[config.mk]
export PLATFORM = sky130hd
export DESIGN_NAME = src_operand_fetch
export DESIGN_NICKNAME = d
export VERILOG_FILES = /design/src/rtl/src_operand_fetch.sv
export SDC_FILE = /design/constraint.sdc
export NUM_CORES = 1
export LEC_CHECK = 0
export BUFFER_PORTS_ARGS = -buffer_cell sky130_fd_sc_hd__buf_2
export CAP_MARGIN = 20
export CORE_MARGIN = 3
export CORE_UTILIZATION = 56
export DETAILED_ROUTE_END_ITERATION = 6
export PLACE_DENSITY = 0.95
export SLEW_MARGIN = 20
export SYNTH_ARGS = -nofsm -noshare
export SYNTH_HDL_FRONTEND = slang
export SYNTH_SLANG_ARGS = --single-unit
[constraint.sdc]
create_clock -name clk -period 7.3 [get_ports clk]
set_clock_uncertainty 0.05 [all_clocks]
set_input_delay 1.095 -clock clk [delete_from_list [all_inputs] [get_ports clk]]
set_output_delay 1.095 -clock clk [all_outputs]
set_load 0.01 [all_outputs]
[src/rtl/src_operand_fetch.sv]
// rtl/src_operand_fetch.sv - MSP430 Format-I source-operand fetch sequencer
// Drives SA/As into the register file, walks extension/operand reads, returns one operand per start.
module src_operand_fetch #(
  parameter int DATA_W = 16
) (
  input  logic              clk,
  input  logic              rst,
  input  logic              start,
  input  logic [3:0]        src_reg,
  input  logic [1:0]        as_mode,
  input  logic              bw,
  input  logic [DATA_W-1:0] pc_in,
  input  logic [DATA_W-1:0] sout,
  output logic [3:0]        rf_sa,
  output logic [1:0]        rf_as,
  output logic              rf_rw,
  output logic [3:0]        rf_da,
  output logic [DATA_W-1:0] rf_din,
  output logic              pc_inc,
  output logic              mem_req,
  output logic [DATA_W-1:0] mem_addr,
  input  logic [DATA_W-1:0] mem_rdata,
  input  logic              mem_ack,
  output logic [DATA_W-1:0] operand,
  output logic              done,
  output logic              busy
);

  typedef enum logic [1:0] {S_IDLE, S_EXT, S_RD, S_DONE} state_t;

  state_t            state;
  logic [3:0]        src_q;
  logic [1:0]        as_q;
  logic              bw_q;
  logic              imm_q;
  logic              autoinc_q;
  logic [DATA_W-1:0] addr_q;

  logic              is_const;
  logic              dec_imm;
  logic              dec_autoinc;
  logic              go_ext;
  logic              go_rd;
  logic              launch;
  logic [DATA_W-1:0] rd_val;
  logic [DATA_W-1:0] inc;

  always_comb begin
    is_const    = (src_reg == 4'd3) || ((src_reg == 4'd2) && as_mode[1]);
    dec_imm     = !is_const && (as_mode == 2'b11) && (src_reg == 4'd0);
    dec_autoinc = !is_const && (as_mode == 2'b11) && (src_reg != 4'd0);
    go_ext      = !is_const && (as_mode == 2'b01);
    go_rd       = !is_const && as_mode[1];
  end

  // The register file reads combinationally, so SA/As must point at the new
  // source during the start cycle itself for register/constant operands.
  assign launch = (state == S_IDLE) && start && !rst;
  assign rf_sa  = launch ? src_reg : src_q;
  assign rf_as  = launch ? as_mode : as_q;

  always_comb begin
    rd_val = mem_rdata;
    if (bw_q)
      rd_val = {8'h00, (addr_q[0] ? mem_rdata[15:8] : mem_rdata[7:0])};
    inc = (bw_q && (src_q != 4'd1)) ? 16'd1 : 16'd2;
  end

  assign busy     = (state != S_IDLE);
  assign mem_req  = (state == S_EXT) || (state == S_RD);
  assign mem_addr = (state == S_EXT) ? pc_in :
                    (state == S_RD)  ? addr_q : '0;
  assign pc_inc   = !rst && mem_ack &&
                    ((state == S_EXT) || ((state == S_RD) && imm_q));

  always_ff @(posedge clk) begin
    if (rst) begin
      state     <= S_IDLE;
      src_q     <= '0;
      as_q      <= '0;
      bw_q      <= 1'b0;
      imm_q     <= 1'b0;
      autoinc_q <= 1'b0;
      addr_q    <= '0;
      operand   <= '0;
      done      <= 1'b0;
      rf_rw     <= 1'b0;
      rf_da     <= '0;
      rf_din    <= '0;
    end else begin
      done   <= 1'b0;
      rf_rw  <= 1'b0;
      rf_da  <= '0;
      rf_din <= '0;
      case (state)
        S_IDLE: begin
          if (start) begin
            src_q     <= src_reg;
            as_q      <= as_mode;
            bw_q      <= bw;
            imm_q     <= dec_imm;
            autoinc_q <= dec_autoinc;
            if (go_ext) begin
              state <= S_EXT;
            end else if (go_rd) begin
              addr_q <= dec_imm ? pc_in : sout;
              state  <= S_RD;
            end else begin
              operand <= bw ? {8'h00, sout[7:0]} : sout;
              done    <= 1'b1;
              state   <= S_DONE;
            end
          end
        end
        S_EXT: begin
          if (mem_ack) begin
            addr_q <= sout + mem_rdata;
            state  <= S_RD;
          end
        end
        S_RD: begin
          if (mem_ack) begin
            operand <= rd_val;
            done    <= 1'b1;
            state   <= S_DONE;
            if (autoinc_q) begin
              rf_rw  <= 1'b1;
              rf_da  <= src_q;
              rf_din <= addr_q + inc;
            end
          end
        end
        default: state <= S_IDLE;
      endcase
    end
  end

endmodule

==> run_results.csv, run 1 <==
group,metric,value,unit
grt,vias_in_the_first_global_route,4029,
routing,drc,0,
timing,setup_total_negative_slack,0,ns
yosys,muxShareOfSynthArea,5.53,%
worst_setup_path,arrival_time_worst_endpoint,2.66,ns
yosys,synth.cell_area,4120,sq um
worst_setup_path,path_max_fanout,46,
floorplan,core_area,6980,sq um
yosys,combinational_family_with_the_most_area_after_synthesis,"simple AND/OR/NAND/NOR gates",
place,routability_driven_placement_congestion_ratio,0.915,
run,maxcap_viol_count,0,
cts,hold_buffers_post_cts,0,
power_and_ir_drop,power.share.clock,23.5,%
status,outcome,"finished, final reports clean",
timing,post-route-min-period,3.80,ns
yosys,adder_cell_fraction_of_synth_area,7.35,%
floorplan,die-area,8430,sq um
routing,routed_wirelength,12.0,mm
floorplan,rows,30,
place,port_buffers,121,
place,dpl.hpwl,9.09,mm
cts,cts.path.max_buffers,2,
power_and_ir_drop,switching_share,41.8,%
cts,number_of_setup_buffers_added_after_cts,0,
grt,grt_pass1_wl,19.6,mm
cts,tritoncts.num_buffers,9,
timing,setup-violations-final,0,
power_and_ir_drop,leakage,2.29,nW
power_and_ir_drop,power_report.internal_total,0.931,mW
worst_setup_path,timing.critical_path.from_type,"input port",
floorplan,ios,122,
layout,fin_nets,719,
routing,postRouteAntennaNets,0,
floorplan,initial_utilization,59.0,%
layout,most-common-layout-cells,"sky130_fd_sc_hd__buf_2, sky130_fd_sc_hd__nand2_1, sky130_fd_sc_hd__dfxtp_1",
yosys,synth-seq-area-share,31.6,%
cts,htreeDepth,3,
layout,area_growth_syn_to_layout,20.2,%
timing,max_freq,0.263,GHz
power_and_ir_drop,share_comb_of_total_power,44.2,%
timing,grt_setup_unrepaired,"false",
yosys,yosys.area_share.simple,24.6,%
worst_setup_path,crit_type,"in -> out",
layout,drive_gt1_share,24.5,%
cts,tritoncts,"done",
power_and_ir_drop,ir_worst_vdd,0.000178,V
timing,timing.final.crit_share,52.1,%
power_and_ir_drop,power,1.60,mW
yosys,synth-compound-area-share,20.1,%
worst_setup_path,worstSetupEndpointType,"primary output",
timing,timing.max_slew.rel_slack,33.3,%
yosys,number_of_enable_flip_flop_cells_after_synthesis,0,
power_and_ir_drop,power.share.sequential,32.3,%
floorplan,dieHeight,91.8,microns
worst_setup_path,cp.required,6.15,ns
routing,router_iterations_before_antenna_repair,5,
yosys,ys_warn_count,0,
timing,hold_violations,0,
yosys,most_used_flip_flop_cell_after_synthesis,"sky130_fd_sc_hd__dfxtp_1",
yosys,yosys.cell_types.count,55,
grt,grt_antenna_before_repair,0,
cts,ctsResizeCount,0,
yosys,synthesis.instances,533,
timing,final_max_slew_viol_count,0,
routing,post_drt_via_cell_ratio,5.95,
worst_hold_path,timing.hold.worst.class,"reg -> reg",
yosys,syn_nets,615,
grt,grt-ovfl-total,0,
floorplan,die_x,91.8,microns
cts,cts_num_sinks,65,
yosys,avgSynthCellArea,7.73,sq um
power_and_ir_drop,p_per_area,323,nW/um^2
layout,layout.core_utilization,71.0,%
layout,fillerInstances,531,
cts,worst_skew_pair.late_latency,0.35,ns
yosys,ys_async_sr_fraction,0,%
cts,worst_setup_hold_path_clk_slew,0.07,ns
timing,fin_ws,3.50,ns
yosys,yosys_reg_bits,65,
yosys,synth_xor_xnor_area_share,5.74,%
power_and_ir_drop,total_switching_power,0.668,mW
grt,grt_max_degree,52,
layout,antennaDiodeCount,0,
routing,via_count,4390,
place,pre_cts_slack,3.54,ns
timing,timing_worst_slew_pin_value,1.00,ns
routing,first_iter_violations,412,
grt,grt.total_usage,28.5,%
cts,root_buffer,"sky130_fd_sc_hd__clkbuf_8",
layout,leading_cell_type_in_the_layout_fill_and_taps_excluded,"sky130_fd_sc_hd__buf_2",
routing,drt-wirelength-per-cell,16.2,microns
cells in the mapped netlist (2+ instances only):
library cell | number | area, sq um
sky130_fd_sc_hd__o21ai_2 | 2 | 17.5
sky130_fd_sc_hd__and3_1 | 4 | 25.0
sky130_fd_sc_hd__dfxtp_1 | 65 | 1300
sky130_fd_sc_hd__o22ai_1 | 2 | 12.5
sky130_fd_sc_hd__clkbuf_8 | 3 | 41.3
sky130_fd_sc_hd__a311o_1 | 8 | 80.1
sky130_fd_sc_hd__xor2_1 | 13 | 114
sky130_fd_sc_hd__ha_1 | 21 | 263
sky130_fd_sc_hd__mux2_2 | 6 | 67.6
sky130_fd_sc_hd__nand3_1 | 22 | 110
sky130_fd_sc_hd__nand4_1 | 3 | 18.8
sky130_fd_sc_hd__a21o_1 | 2 | 15.0
sky130_fd_sc_hd__a21oi_2 | 2 | 17.5
sky130_fd_sc_hd__nand2b_1 | 2 | 12.5
sky130_fd_sc_hd__a21oi_1 | 46 | 230
sky130_fd_sc_hd__buf_1 | 4 | 15.0
sky130_fd_sc_hd__xnor2_1 | 14 | 123
sky130_fd_sc_hd__buf_2 | 4 | 20.0
sky130_fd_sc_hd__fa_1 | 2 | 40.0
sky130_fd_sc_hd__inv_1 | 10 | 37.5
sky130_fd_sc_hd__nor2b_1 | 14 | 87.6
sky130_fd_sc_hd__o21ai_0 | 27 | 135
sky130_fd_sc_hd__and2_1 | 7 | 43.8
sky130_fd_sc_hd__a41oi_1 | 2 | 17.5
sky130_fd_sc_hd__a31oi_1 | 4 | 25.0
sky130_fd_sc_hd__nor2_1 | 51 | 191
sky130_fd_sc_hd__o211ai_1 | 8 | 60.1
sky130_fd_sc_hd__mux2i_1 | 16 | 160
sky130_fd_sc_hd__or3_1 | 2 | 12.5
sky130_fd_sc_hd__nor3_1 | 18 | 90.1
sky130_fd_sc_hd__a211oi_1 | 5 | 37.5
sky130_fd_sc_hd__nand2_1 | 96 | 360
sky130_fd_sc_hd__a221oi_1 | 10 | 87.6
sky130_fd_sc_hd__clkbuf_1 | 17 | 63.8
registers in the layout (all words and copies together) (netlist names):
| signal | count |
|---|---|
| done | 1 |
| state | 2 |
| bw_q | 1 |
| autoinc_q | 1 |
| operand | 16 |
| addr_q | 16 |
| imm_q | 1 |
| rf_din | 16 |
| rf_da | 4 |
| src_q | 4 |
| rf_rw | 1 |
| as_q | 2 |
routing by layer:
metal / track usage (%) / wire (microns) / part of all wire (%) / vias up
met5: 0 / 0 / 0 / -
met4: 12.7 / 417 / 3.5 / 0
met3: 5.25 / 1140 / 9.5 / 41
met2: 44.6 / 5510 / 46 / 278
met1: 38.4 / 4920 / 41 / 1998
li1: - / - / - / 2073
power by group through the flow:
stage	Sequential, mW	Combinational, mW	Clock [mW]
floorplan	0.503	0.515	0
global placement	0.513	0.658	0
detailed placement	0.519	0.685	0
CTS	0.512	0.692	0.374
global route	0.525	0.779	0.393
finish	0.516	0.707	0.376
stage by stage:
step | cell area, sq um | std cells | hold WS [ns]
after detailed placement | 4700 | 722 | 0.396
after floorplan | 4120 | 533 | 0.382
final | 4950 | 738 | 0.414
after CTS | 4950 | 738 | 0.412
after global placement | 4690 | 721 | 0.392
after global routing | 4950 | 738 | 0.440
area by class of cell:
type / instances / area, sq um / area share, %
flip-flops and latches: 65 / 1300 / 26.3
repair buffers: 124 / 632 / 12.8
clock buffers: 11 / 141 / 2.85
well taps: 96 / 120 / 2.42
multi-input cells: 426 / 2620 / 52.8
inverters: 11 / 42.5 / 0.859
clock inverters: 5 / 103 / 2.07
critical path, stage by stage:
cell and delay, ns:
sky130_fd_sc_hd__buf_2 0.65, sky130_fd_sc_hd__nand2b_1 0.37, sky130_fd_sc_hd__mux2_2 0.38, sky130_fd_sc_hd__buf_2 0.14
logic make-up (layout without fill, tap and decap cells):
logic type,Yosys count,count (layout)
XOR/XNOR,27,27
AND/OR/NAND/NOR,226,226
flip-flops,65,65
AO/OA/AOI/OAI,128,128
multiplexers,22,22
buffers and inverters,42,151
adder cells (fa/ha/maj),23,23
final timing paths:
kind                           start                 endpoint  slack, ns  depth (start not counted)
max                              rst                 rf_sa[1]       3.50                          4
min          operand[6]$_SDFFE_PP0P_  operand[6]$_SDFFE_PP0P_       0.41                          2
max reg2reg    state[1]$_SDFFE_PP0P_  addr_q[12]$_SDFFE_PP0P_       4.32                          9
min reg2reg  operand[6]$_SDFFE_PP0P_  operand[6]$_SDFFE_PP0P_       0.41                          2
(Power assumes the default switching activity.)
==> run 2, diff against run 1 <==
Settings changed: CORE_UTILIZATION 56 to 47, PLACE_DENSITY 0.95 to 0.86.
Clock period 7.3 ns to 3.1 ns, I/O delays scaled along.
==> run_results.csv, run 2 (synthesized netlist as in run 1, its figures left out) <==
group,metric,value,unit
worst_setup_path,worstSetupEndpointType,"register",
layout,fin_cells,752,
power_and_ir_drop,switching_share,43.7,%
layout,largestRegisters,"addr_q (16), operand (16), rf_din (16)",
timing,fin_hold_ws,0.335,ns
layout,drive_gt1_share,24.7,%
timing,timing.final.crit_share,90.9,%
timing,timing_worst_slew_pin_value,0.961,ns
worst_setup_path,crit_type,"reg -> reg",
status,outcome,"finished, final reports clean",
cts,hold_buffers_post_cts,0,
routing,postRouteAntennaNets,0,
cts,worst_setup_hold_path_clk_slew,0.07,ns
timing,fin_ws,0.282,ns
worst_setup_path,path_max_fanout,3,
timing,setup_total_negative_slack,0,ns
layout,fillerInstances,799,
worst_setup_path,cp_slowest_cell,"sky130_fd_sc_hd__o41ai_1",
grt,vias_in_the_first_global_route,3906,
timing,grt_setup_unrepaired,"false",
floorplan,dieHeight,99.6,microns
run,maxcap_viol_count,0,
cts,cts_num_sinks,65,
floorplan,ios,122,
power_and_ir_drop,ir_worst_vdd,0.000410,V
routing,routed_wirelength,11.4,mm
floorplan,rows,33,
worst_setup_path,reg2reg_setup_slack,0.28,ns
power_and_ir_drop,total_switching_power,1.52,mW
routing,post_drt_via_cell_ratio,5.54,
worst_setup_path,regToRegStartpoint,"src_q[0]$_SDFFE_PP0P_",
cts,tritoncts.num_buffers,9,
timing,final_max_slew_viol_count,0,
grt,grt-ovfl-total,0,
timing,setup-violations-final,0,
cts,number_of_setup_buffers_added_after_cts,0,
power_and_ir_drop,leakage,2.27,nW
layout,area_growth_syn_to_layout,19.2,%
worst_setup_path,worst_path_largest_cell_delay,0.68,ns
cts,tritoncts,"done",
power_and_ir_drop,power.share.clock,17.9,%
worst_hold_path,holdCritStartpoint,"src_reg[0]",
grt,grt_antenna_before_repair,0,
routing,drt-wirelength-per-cell,15.1,microns
worst_setup_path,crit_chain,"inv_1, o41ai_1, inv_1, ha_1, fa_1, and3_1, and3_1, nand3_1, xor2_1, nor2_1",
floorplan,core_area,8380,sq um
place,routability_driven_placement_congestion_ratio,0.859,
layout,leading_cell_type_in_the_layout_fill_and_taps_excluded,"sky130_fd_sc_hd__buf_2",
timing,timing.max_slew.rel_slack,35.9,%
worst_hold_path,timing.hold.worst.class,"in -> reg",
layout,antennaDiodeCount,0,
worst_setup_path,reg2reg_to,"rf_din[8]$_SDFF_PP0_",
power_and_ir_drop,power.share.sequential,34.6,%
worst_hold_path,whs_path_depth,3,
place,dpl.hpwl,8.91,mm
place,pre_cts_slack,0.275,ns
floorplan,initial_utilization,49.2,%
worst_setup_path,timing.critical_path.from_type,"register",
routing,router_iterations_before_antenna_repair,5,
layout,most-common-layout-cells,"sky130_fd_sc_hd__buf_2, sky130_fd_sc_hd__nand2_1, sky130_fd_sc_hd__dfxtp_1",
timing,post-route-min-period,2.82,ns
worst_hold_path,worstHoldEndpoint,"src_q[0]$_SDFFE_PP0P_",
routing,drc,0,
place,port_buffers,121,
cts,root_buffer,"sky130_fd_sc_hd__clkbuf_8",
power_and_ir_drop,share_comb_of_total_power,47.5,%
worst_setup_path,cp.required,3.26,ns
timing,hold_violations,0,
floorplan,die-area,9930,sq um
grt,grt_max_degree,46,
worst_setup_path,worst_r2r_path_depth,10,
timing,max_freq,0.355,GHz
power_and_ir_drop,power_report.internal_total,1.96,mW
grt,grt.total_usage,23.2,%
layout,fin_nets,724,
cts,htreeDepth,3,
worst_setup_path,worst_setup_path_startpoint,"src_q[0]$_SDFFE_PP0P_",
cts,worst_skew_pair.late_latency,0.35,ns
routing,via_count,4169,
power_and_ir_drop,p_per_area,709,nW/um^2
cts,cts.path.max_buffers,2,
routing,first_iter_violations,199,
place,dp_cells,736,
grt,grt_pass1_wl,18.7,mm
floorplan,die_x,99.6,microns
cts,ctsResizeCount,0,
worst_setup_path,arrival_time_worst_endpoint,2.98,ns
power_and_ir_drop,power,3.48,mW
## run 2: changes by cell type in the layout (fill, tap and decap cells not counted), moves of 2 or more
cell	change
sky130_fd_sc_hd__buf_4	+6
sky130_fd_sc_hd__bufinv_16	-3
sky130_fd_sc_hd__clkbuf_1	+2
sky130_fd_sc_hd__clkinv_4	+2
## run 2: cell type report
cell class,count,area (sq um),share of cell area [%]
Multi-Input combinational cell,426,2610,53.1
Sequential cell,65,1300,26.5
Timing Repair Buffer,129,666,13.5
Clock buffer,12,135,2.75
Tap cell,105,131,2.67
Inverter,11,42.5,0.866
Clock inverter,4,30.0,0.611
## run 2: metal layers
metal / vias up / share of wire, % / global-route usage, % / wire length [microns]
met3: 27 / 7.0 / 4.35 / 794
met2: 161 / 44 / 36.1 / 5000
met4: 0 / 2.8 / 9.87 / 316
met1: 1897 / 46 / 31.5 / 5240
li1: 2084 / - / - / -
met5: - / 0 / 0 / 0
## run 2: worst max path at each step
stage,end,cells past startpoint
2_1_floorplan,rf_din[8]$_SDFF_PP0_,10
3_3_place_gp,rf_din[8]$_SDFF_PP0_,10
3_5_place_dp,rf_din[8]$_SDFF_PP0_,10
4_1_cts,rf_din[8]$_SDFF_PP0_,10
5_1_grt,rf_din[8]$_SDFF_PP0_,10
6_report,rf_din[8]$_SDFF_PP0_,10
## run 2: power groups by stage
stage | Sequential (mW) | Combinational [mW] | Clock (mW)
after floorplan | 1.19 | 1.21 | 0
final | 1.20 | 1.66 | 0.624
after global routing | 1.24 | 1.84 | 0.677
after CTS | 1.20 | 1.66 | 0.641
after detailed placement | 1.22 | 1.65 | 0
after global placement | 1.21 | 1.61 | 0
## run 2: worst max-delay path, delay by kind of cell, from the launching register on
family / cells / cell delay (ns)
buffers and inverters: 2 / 0.18
AND/OR/NAND/NOR: 4 / 0.60
flip-flops: 1 / 0.36
AO/OA/AOI/OAI: 1 / 0.68
adder cells (fa/ha/maj): 2 / 0.64
XOR/XNOR: 1 / 0.17
## run 2: metrics by stage
stage	util [%]	area (sq um)
2_1_floorplan	-	4120
3_3_place_gp	56.7	4750
3_5_place_dp	56.7	4750
4_1_cts	58.6	4910
5_1_grt	58.6	4910
6_report	58.6	4910
